File: src/rtl/ame_norm_arbiter.sv
// Round-robin arbiter sharing one ame_num_normal engine among NUM_REQ requesters.
// Latency: request handshake in cycle t -> rsp_valid_o from t+2; one op per 2 cycles peak.
// Backpressure: a held response (rsp_valid_o && !rsp_ready_i) blocks all grants.

// Normalizer engine: sign(x)*(|x|>>s), result and done registered one cycle after init.
module ame_num_normal #(
  parameter int COMP_DATA_BITS = 64
) (
  input  logic                              clk_i,
  input  logic                              rst_n_i,
  input  logic                              comp_init_i,
  input  logic [COMP_DATA_BITS-1:0]         comp_data_i,
  input  logic [$clog2(COMP_DATA_BITS)-1:0] comp_shift_i,
  output logic                              comp_done_o,
  output logic [COMP_DATA_BITS-1:0]         comp_data_o
);

  logic                      neg;
  logic [COMP_DATA_BITS-1:0] mag;
  logic [COMP_DATA_BITS-1:0] shifted;
  logic [COMP_DATA_BITS-1:0] result;
  logic                      done_q;
  logic [COMP_DATA_BITS-1:0] res_q;

  // Shift the magnitude so truncation goes toward zero, then restore the sign.
  always_comb begin
    neg     = comp_data_i[COMP_DATA_BITS-1];
    mag     = neg ? (~comp_data_i + 1'b1) : comp_data_i;
    shifted = mag >> comp_shift_i;
    result  = neg ? (~shifted + 1'b1) : shifted;
  end

  // Register the result on init and pulse done in the following cycle.
  always_ff @(posedge clk_i or negedge rst_n_i) begin
    if (!rst_n_i) begin
      done_q <= 1'b0;
      res_q  <= '0;
    end else begin
      done_q <= comp_init_i;
      if (comp_init_i) res_q <= result;
    end
  end

  assign comp_done_o = done_q;
  assign comp_data_o = res_q;

endmodule

// Round-robin front end around the shared normalizer with a one-entry response register.
// Latency: grant in cycle t, engine done at t+1, rsp_valid_o visible from t+2.
// Backpressure: no grant while in flight or while the response is held by the consumer.
module ame_norm_arbiter #(
  parameter int NUM_REQ   = 4,
  parameter int DATA_BITS = 64,
  parameter int ID_BITS   = $clog2(NUM_REQ)
) (
  input  logic                                   clk_i,
  input  logic                                   rst_n_i,
  input  logic [NUM_REQ-1:0]                     req_valid_i,
  output logic [NUM_REQ-1:0]                     req_ready_o,
  input  logic [NUM_REQ*DATA_BITS-1:0]           req_data_i,
  input  logic [NUM_REQ*$clog2(DATA_BITS)-1:0]   req_shift_i,
  output logic                                   rsp_valid_o,
  input  logic                                   rsp_ready_i,
  output logic [DATA_BITS-1:0]                   rsp_data_o,
  output logic [ID_BITS-1:0]                     rsp_id_o,
  output logic                                   busy_o
);

  localparam int SHIFT_BITS = $clog2(DATA_BITS);

  logic [ID_BITS-1:0]    ptr;
  logic [ID_BITS-1:0]    grant;
  logic [ID_BITS-1:0]    id_q;
  logic                  any_req;
  logic                  issue;
  logic                  in_flight;
  logic                  eng_init;
  logic                  eng_done;
  logic [DATA_BITS-1:0]  eng_in;
  logic [SHIFT_BITS-1:0] eng_shift;
  logic [DATA_BITS-1:0]  eng_out;
  int                    idx;

  // Find the first valid requester at or after ptr, wrapping modulo NUM_REQ.
  always_comb begin
    grant   = '0;
    any_req = 1'b0;
    idx     = 0;
    for (int i = 0; i < NUM_REQ; i++) begin
      idx = int'(ptr) + i;
      if (idx >= NUM_REQ) idx = idx - NUM_REQ;
      if (!any_req && req_valid_i[idx]) begin
        any_req = 1'b1;
        grant   = ID_BITS'(idx);
      end
    end
  end

  // Issue only when the engine is idle and the response slot is empty or draining now.
  assign issue = any_req && !in_flight && (!rsp_valid_o || rsp_ready_i);

  // Grant and engine operands exist only in the issue cycle; zeros otherwise.
  always_comb begin
    req_ready_o = '0;
    eng_init    = issue;
    eng_in      = '0;
    eng_shift   = '0;
    if (issue) begin
      req_ready_o[grant] = 1'b1;
      eng_in             = req_data_i[int'(grant)*DATA_BITS +: DATA_BITS];
      eng_shift          = req_shift_i[int'(grant)*SHIFT_BITS +: SHIFT_BITS];
    end
  end

  ame_num_normal #(
    .COMP_DATA_BITS(DATA_BITS)
  ) u_norm (
    .clk_i       (clk_i),
    .rst_n_i     (rst_n_i),
    .comp_init_i (eng_init),
    .comp_data_i (eng_in),
    .comp_shift_i(eng_shift),
    .comp_done_o (eng_done),
    .comp_data_o (eng_out)
  );

  // Track the in-flight operation and advance the round-robin pointer past each winner.
  always_ff @(posedge clk_i or negedge rst_n_i) begin
    if (!rst_n_i) begin
      ptr       <= '0;
      id_q      <= '0;
      in_flight <= 1'b0;
    end else begin
      if (issue) begin
        ptr       <= (grant == ID_BITS'(NUM_REQ - 1)) ? '0 : grant + 1'b1;
        id_q      <= grant;
        in_flight <= 1'b1;
      end else if (eng_done) begin
        in_flight <= 1'b0;
      end
    end
  end

  // Response register: load on engine done, clear on consumer handshake.
  always_ff @(posedge clk_i or negedge rst_n_i) begin
    if (!rst_n_i) begin
      rsp_valid_o <= 1'b0;
      rsp_data_o  <= '0;
      rsp_id_o    <= '0;
    end else begin
      if (eng_done) begin
        rsp_valid_o <= 1'b1;
        rsp_data_o  <= eng_out;
        rsp_id_o    <= id_q;
      end else if (rsp_valid_o && rsp_ready_i) begin
        rsp_valid_o <= 1'b0;
      end
    end
  end

  assign busy_o = in_flight | rsp_valid_o;

endmodule

File: config.mk
export PLATFORM = sky130hd
export DESIGN_NAME = ame_norm_arbiter
export DESIGN_NICKNAME = d
export VERILOG_FILES = /design/src/rtl/ame_norm_arbiter.sv
export SDC_FILE = /design/constraint.sdc
export NUM_CORES = 1
export LEC_CHECK = 0
export ABC_AREA = 1
export CAP_MARGIN = 20
export CORE_AREA = 2 2 312 253
export CTS_CLUSTER_SIZE = 24
export DETAILED_ROUTE_END_ITERATION = 16
export DIE_AREA = 0 0 314 255
export GPL_TIMING_DRIVEN = 1
export MAX_ROUTING_LAYER = met4
export PLACE_DENSITY = 0.55
export SLEW_MARGIN = 5
export SYNTH_ARGS = -nofsm -noshare
export SYNTH_HDL_FRONTEND = slang
export SYNTH_HIERARCHICAL = 1
export SYNTH_SLANG_ARGS = --single-unit
File: constraint.sdc
create_clock -name clk_i -period 5.7 [get_ports clk_i]
set_clock_uncertainty 0.05 [all_clocks]
set_input_delay 0.855 -clock clk_i [delete_from_list [all_inputs] [get_ports clk_i]]
set_output_delay 0.855 -clock clk_i [all_outputs]
set_load 0.05 [all_outputs]
Word-level counts from Yosys, hierarchy flattened. Cells that the tools add are included.

Register bits after elaboration: 137. Memory bits (writable): 0. Output and inout port bits: 72. Memory bits (read-only): 0. Bits in latches: 0. Memories kept: 0. Word-level logic and storage cells: 87.

Multiply operators: 1. Div/mod/pow operators: 0. Shift operators: 3. $lt $le $gt $ge: 10. Equal/unequal tests: 1. Add/subtract/negate cells: 10. Reduce and logical (&&, ||, !) cells: 15. Mux-type cells: 36. Bitwise logic cells: 3.

Operators with widths (number): indexed part select 256 x 9 -> 64 bit (1); two-way mux 64 bit (3); adder 64 x 1 -> 64 bit (second input constant) (2); less-than comparator 32 x 4 -> 1 bit (second input constant) (4); two-way mux 32 bit (4); NOT 64 bit (2); right shift 64 x 6 -> 64 bit (1); indexed part select 24 x 6 -> 6 bit (1); two-way mux 1 bit (17); subtractor 3 x 3 -> 4 bit (second input constant) (3); two-way mux 2 bit (5); >= comparator 3 bit (second input constant) (3); binary-select mux 1 bit (select 2 bit) (4); logical AND 1 bit (7); adder 2 x 2 -> 3 bit (second input constant) (2); two-way mux 6 bit (1); zero test 1 bit (5); multiplier 2 x 2 -> 4 bit (second input constant) (1); two-way mux 4 bit (1); nonzero test 2 bit (2); subtractor 2 x 3 -> 4 bit (second input constant) (1); adder 2 x 1 -> 3 bit (second input constant) (1); >= comparator 2 x 3 -> 1 bit (second input constant) (1); less-than comparator 2 x 3 -> 1 bit (second input constant) (1); other kinds (6) (6).

Longest topological paths before layout. Gate-level depths: netlist of the first run.

Depth in word-level cells: 25. Depth in mapped cells: 45. Gate-level depth less buffers: 43.

Hierarchy. The synthesis of the first run kept the hierarchy.

By module, submodules not included: ame_num_normal (sequential area each 1626.6 um2, area each 12487.0 um2, times used 1, cells an instance 2359); ame_norm_arbiter (sequential area each 1801.7 um2, area each 6582.6 um2, times used 1, cells an instance 1137).

Worst setup path after synthesis of the first run. No wires, ideal clock.

Path kind: in2reg. Start point: input req_valid_i[1]. End point: register u_norm.res_q[26], in the netlist u_norm/comp_data_o[26]. Library setup time: 0.131 ns. Cell stages on the path: 36. Arrival time: 4.628 ns. Slack: 0.892 ns. Cell sequence: inv_1 -> nand2_1 -> nand3_1 -> nand2_2 -> nor2_4 -> nand4_1 -> nand3_2 -> buf_1 -> nand3_1 -> a21oi_1 -> inv_1 -> ha_1 -> nand2_2 -> nor2_8 -> nand2_4 -> nand2_4 -> nand2_2 -> clkinv_1 -> nand3_1 -> nand3_2 -> nand3_1 -> nand3_2 -> nand3_2 -> nand3_1 -> nand2_1 -> nand2_1 -> nand2_2 -> ha_1 -> nand2_1 -> nor2_2 -> nand2_2 -> nor2_1 -> nand2_1 -> nand2_2 -> xor2_1 -> o21ai_1.

Cells in the longest elaborated chain, start to end: 23. Elaborated cells between the ends (all ways): 40.

RTL lines: start, declared (RTL line 59) `input logic [NUM_REQ-1:0] req_valid_i,`; branches (longest 15 deep; another with binary-select mux 1 bit (select 2 bit)); two-way mux 64 bit (*) (RTL line 109) `if (issue) begin`; net eng_in[1] (RTL line 80) `logic [DATA_BITS-1:0] eng_in;`; NOT 64 bit (RTL line 28) `mag = neg ? (~comp_data_i + 1'b1) : comp_data_i;`; adder 64 x 1 -> 64 bit (RTL line 28); two-way mux 64 bit (*) (RTL line 28); right shift 64 x 6 -> 64 bit (*) (RTL line 29) `shifted = mag >> comp_shift_i;`; NOT 64 bit (RTL line 30) `result = neg ? (~shifted + 1'b1) : shifted;`; adder 64 x 1 -> 64 bit (RTL line 30); two-way mux 64 bit (*) (RTL line 30); end signal, assigned (RTL line 40) `if (comp_init_i) res_q <= result;`; end, declared (RTL line 23) `logic [COMP_DATA_BITS-1:0] res_q;`.

Mark *: on every way through the listed nets, which the timed path passes. The select of a mux whose other input is x is not followed. A chain may end at the register's enable or synchronous reset.

Final worst setup path of the first run.
Start point: register ptr[0]. End point: register u_norm.res_q[37], in the netlist u_norm/comp_data_o[37].

Cells in the longest elaborated chain, start to end: 25. Elaborated cells between the ends (all ways): 55.

RTL lines: start, declared (RTL line 72) `logic [ID_BITS-1:0] ptr;`; start signal, assigned (RTL line 136) `ptr <= (grant == ID_BITS'(NUM_REQ - 1)) ? '0 : grant + 1'b1;`; branches (longest 17 deep; another with subtractor 3 x 3 -> 4 bit); two-way mux 64 bit (*) (RTL line 109); net eng_in[22] (RTL line 80); NOT 64 bit (RTL line 28); adder 64 x 1 -> 64 bit (RTL line 28); two-way mux 64 bit (*) (RTL line 28); right shift 64 x 6 -> 64 bit (*) (RTL line 29); NOT 64 bit (RTL line 30); adder 64 x 1 -> 64 bit (RTL line 30); two-way mux 64 bit (*) (RTL line 30).

Marked as above.

==> results_dict.tcl, run 1 <==
set metrics [dict create \
    syn_inst 3496 \
    syn_avg_cell_area_um2 5.455 \
    cp_slowest_cell "dfrtp_2" \
    rsz0062_at_grt "true" \
    start_util_pct 24.62 \
    die_h_um 255 \
    io_buffers 358 \
    num_vias 26553 \
    max_cap_viol_count 0 \
    ys.warnings.count 6 \
    async_flop_share_pct 100.0 \
    tightest_slew_ps 852.2 \
    dr.pass1.iters 6 \
    grt_usage_pct 23.54 \
    cts-hold-fix-buffers 0 \
    crit_required_ps 5980 \
    drtAntennaViolNets 0 \
    grt-ovfl-total 0 \
    yosysUniqueCellTypes 38 \
    timing.final.crit_share_pct 97.31 \
    clockRootBuffer "clkbuf_16" \
    clockBufferDepth 2 \
    antenna_found_initial 2 \
    cp_common_cell "nand2_1" \
    die_w_um 314 \
    cts_buffers 17 \
    report.final.slew_viol_count 0 \
    critPathLaunchType "flip-flop" \
    drt-total-wl_um 96820 \
    arrival_ps 5820 \
    vdd_drop_max_mv 0.1911 \
    crit_fanout 14 \
    ys_ff_latch 137 \
    drc 0 \
    area_delta_synth_final_pct 67.48 \
    gp_congestion 1.023 \
    syn-cell-area_mm2 0.01907 \
    hold_violations 0 \
    hold_class "reg -> reg" \
    insertion_delay_ps 440 \
    die_area_mm2 0.08007 \
    ys_seq_area_share_pct 17.98 \
    grt_start_max_net_pins 89 \
    period_minus_slack_ps 5546 \
    setup_viol 0 \
    path_clk_slew_ps 70 \
    synth_edf_count 0 \
    p_leak_nw 16.93 \
    grt_pass1_vias 24728 \
    power_density_mw_per_mm2 84.45 \
    core.rowCount 92 \
    syn-num-nets 3786 \
    cts_tree "done" \
    routedWlPerCell_um 18.10 \
    fmax_ghz 0.1803 \
    utilization_pct 41.23 \
    core_mm2 0.07747 \
    nNetsFinal 4589 \
    drt_iter0_markers 2643 \
    status "finished, final reports clean" \
    end_kind "flip-flop" \
    synth_flop_cell "dfrtp_1" \
    cts_sinks 137 \
    max_stage_delay_ps 480 \
    drive_gt1_share_pct 32.42 \
    worst-setup-path-type "reg -> reg" \
    finalPower_w 0.002697 \
    slew_headroom_pct 43.19 \
    via_per_inst 4.965 \
    htreeDepth 4 \
    dpl.hpwl_um 75520 \
    grt_pass1_wl_um 143300 \
    ioPinCount 359 \
]
[flip-flops by register name (all words and copies together), names as in the netlist]
register and count:
id_q 2, ptr 2, rsp_id_o 2, u_norm/comp_done_o 1
rsp_data_o 64, u_norm/comp_data_o 64, rsp_valid_o 1, in_flight 1
[metrics by stage]
stage          hold WS (ps)  setup TNS [ps]  instances  area [µm²]  setup slack (ps)
2_1_floorplan         399.3               0       3496       19070             891.7
3_3_place_gp          403.8          -62750       5249       27750             -1260
3_5_place_dp          409.1          -58280       5249       27750             -1193
4_1_cts               423.2          -179.9       5305       29390            -38.80
5_1_grt               438.2           -1529       5348       31940            -106.3
6_report              419.2               0       5348       31940             153.5
[synth_stat cells, drive strengths merged, types with 5 or more instances]
| cell type | number | area, µm² |
|---|---|---|
| clkinv | 5 | 18.77 |
| nor2 | 266 | 1227 |
| nand3b | 91 | 683.2 |
| nand3 | 895 | 4745 |
| inv | 341 | 1280 |
| dfrtp | 137 | 3428 |
| nor3 | 11 | 66.32 |
| xnor2 | 9 | 78.83 |
| o211ai | 5 | 37.54 |
| a31oi | 5 | 31.28 |
| a21oi | 78 | 390.4 |
| xor2 | 22 | 192.7 |
| o21ai | 82 | 432.9 |
| clkbuf | 66 | 251.5 |
| nand4 | 50 | 312.8 |
| buf | 139 | 725.7 |
| nand2 | 1282 | 5072 |
[worst paths after layout]
check	from	to	slack (ps)	cells past startpoint
max in group asynchronous	rst_n_i	u_norm/comp_data_o[48]	3970	2
min reg2reg	rsp_data_o[22]	rsp_data_o[22]	420	2
min in group asynchronous	rst_n_i	rsp_data_o[20]	430	1
max reg2reg	ptr[0]	u_norm/comp_data_o[37]	150	43
min	rsp_data_o[22]	rsp_data_o[22]	420	2
max	ptr[0]	u_norm/comp_data_o[37]	150	43
[worst max-delay path: cells and delay by family (launching register included)]
family	cells	cell delay [ps]
and+or+nand+nor	31	3190
buffers and inverters	10	1430
DFF	1	480
AOI/OAI and AO/OA	2	230
[final cells by class]
cell class              count  area [µm²]
diodes                      2       5.005
clock buffers              17       425.4
clock inverters            15       180.2
fillers                  8232       45530
inverters                 346        1313
multi-input cells        2810       16170
flip-flops and latches    137        3432
well taps                1034        1294
repair buffers            987        9116
[layout by cell type, fill, tap and decap left out, types with 5 or more instances in the layout]
| master | count |
|---|---|
| xnor2_1 | 9 |
| dfrtp_1 | 134 |
| nand2_4 | 41 |
| o211ai_1 | 5 |
| nor2_2 | 73 |
| nand2_2 | 159 |
| clkdlybuf4s50_1 | 353 |
| o21ai_0 | 48 |
| a21oi_1 | 18 |
| buf_6 | 20 |
| nand3_4 | 26 |
| buf_16 | 6 |
| nor2_4 | 62 |
| xor2_1 | 19 |
| a21oi_2 | 38 |
| buf_4 | 560 |
| nor2_1 | 128 |
| buf_12 | 35 |
| nand4_1 | 50 |
| nand2_1 | 1079 |
| inv_2 | 27 |
| inv_1 | 314 |
| nand3_2 | 245 |
| inv_6 | 5 |
| o21ai_2 | 11 |
| a21oi_4 | 22 |
| o21ai_1 | 21 |
| nand2_8 | 5 |
| nand3b_1 | 91 |
| nor3_1 | 7 |
| clkbuf_16 | 22 |
| nand3_1 | 624 |
[logic make-up after synthesis]
kind of cell	share of synthesized area (%)
simple gates	63.79
buf+inv	11.93
compound gates	4.678
flops	17.98
xor+xnor	1.424
fa+ha+maj	0.1969
[power breakdown]
group / switching, W / internal, W
clock network: 0.000488 / 0.000662
registers: 0.0000000000000000000131 / 0.000972
logic: 0.000250 / 0.000325
total: 0.000738 / 0.00196
[what timing repair did]
action / in CTS / in global routing
pin swaps: 43 / 125
setup buffers: 15 / 36
endpoints found under the setup margin: 63 / 61
gates resized for setup: 180 / 504
cloned: 9 / 5
[routing by layer]
layer / GRT usage, % / vias up / routed length, µm
li1: - / 12970 / -
met1: 32.88 / 12550 / 45010
met2: 36.20 / 940 / 43130
met3: 3.808 / 93 / 7482
met4: 3.636 / 0 / 1195
met5: - / - / 0
(Power assumes the default switching activity.)
==> inputs of run 2 (changes only) <==
Settings changed: CTS_CLUSTER_DIAMETER from default to 150.
==> results of run 2 <==
No change in the layout: final DEF, timing and power equal those of run 1.
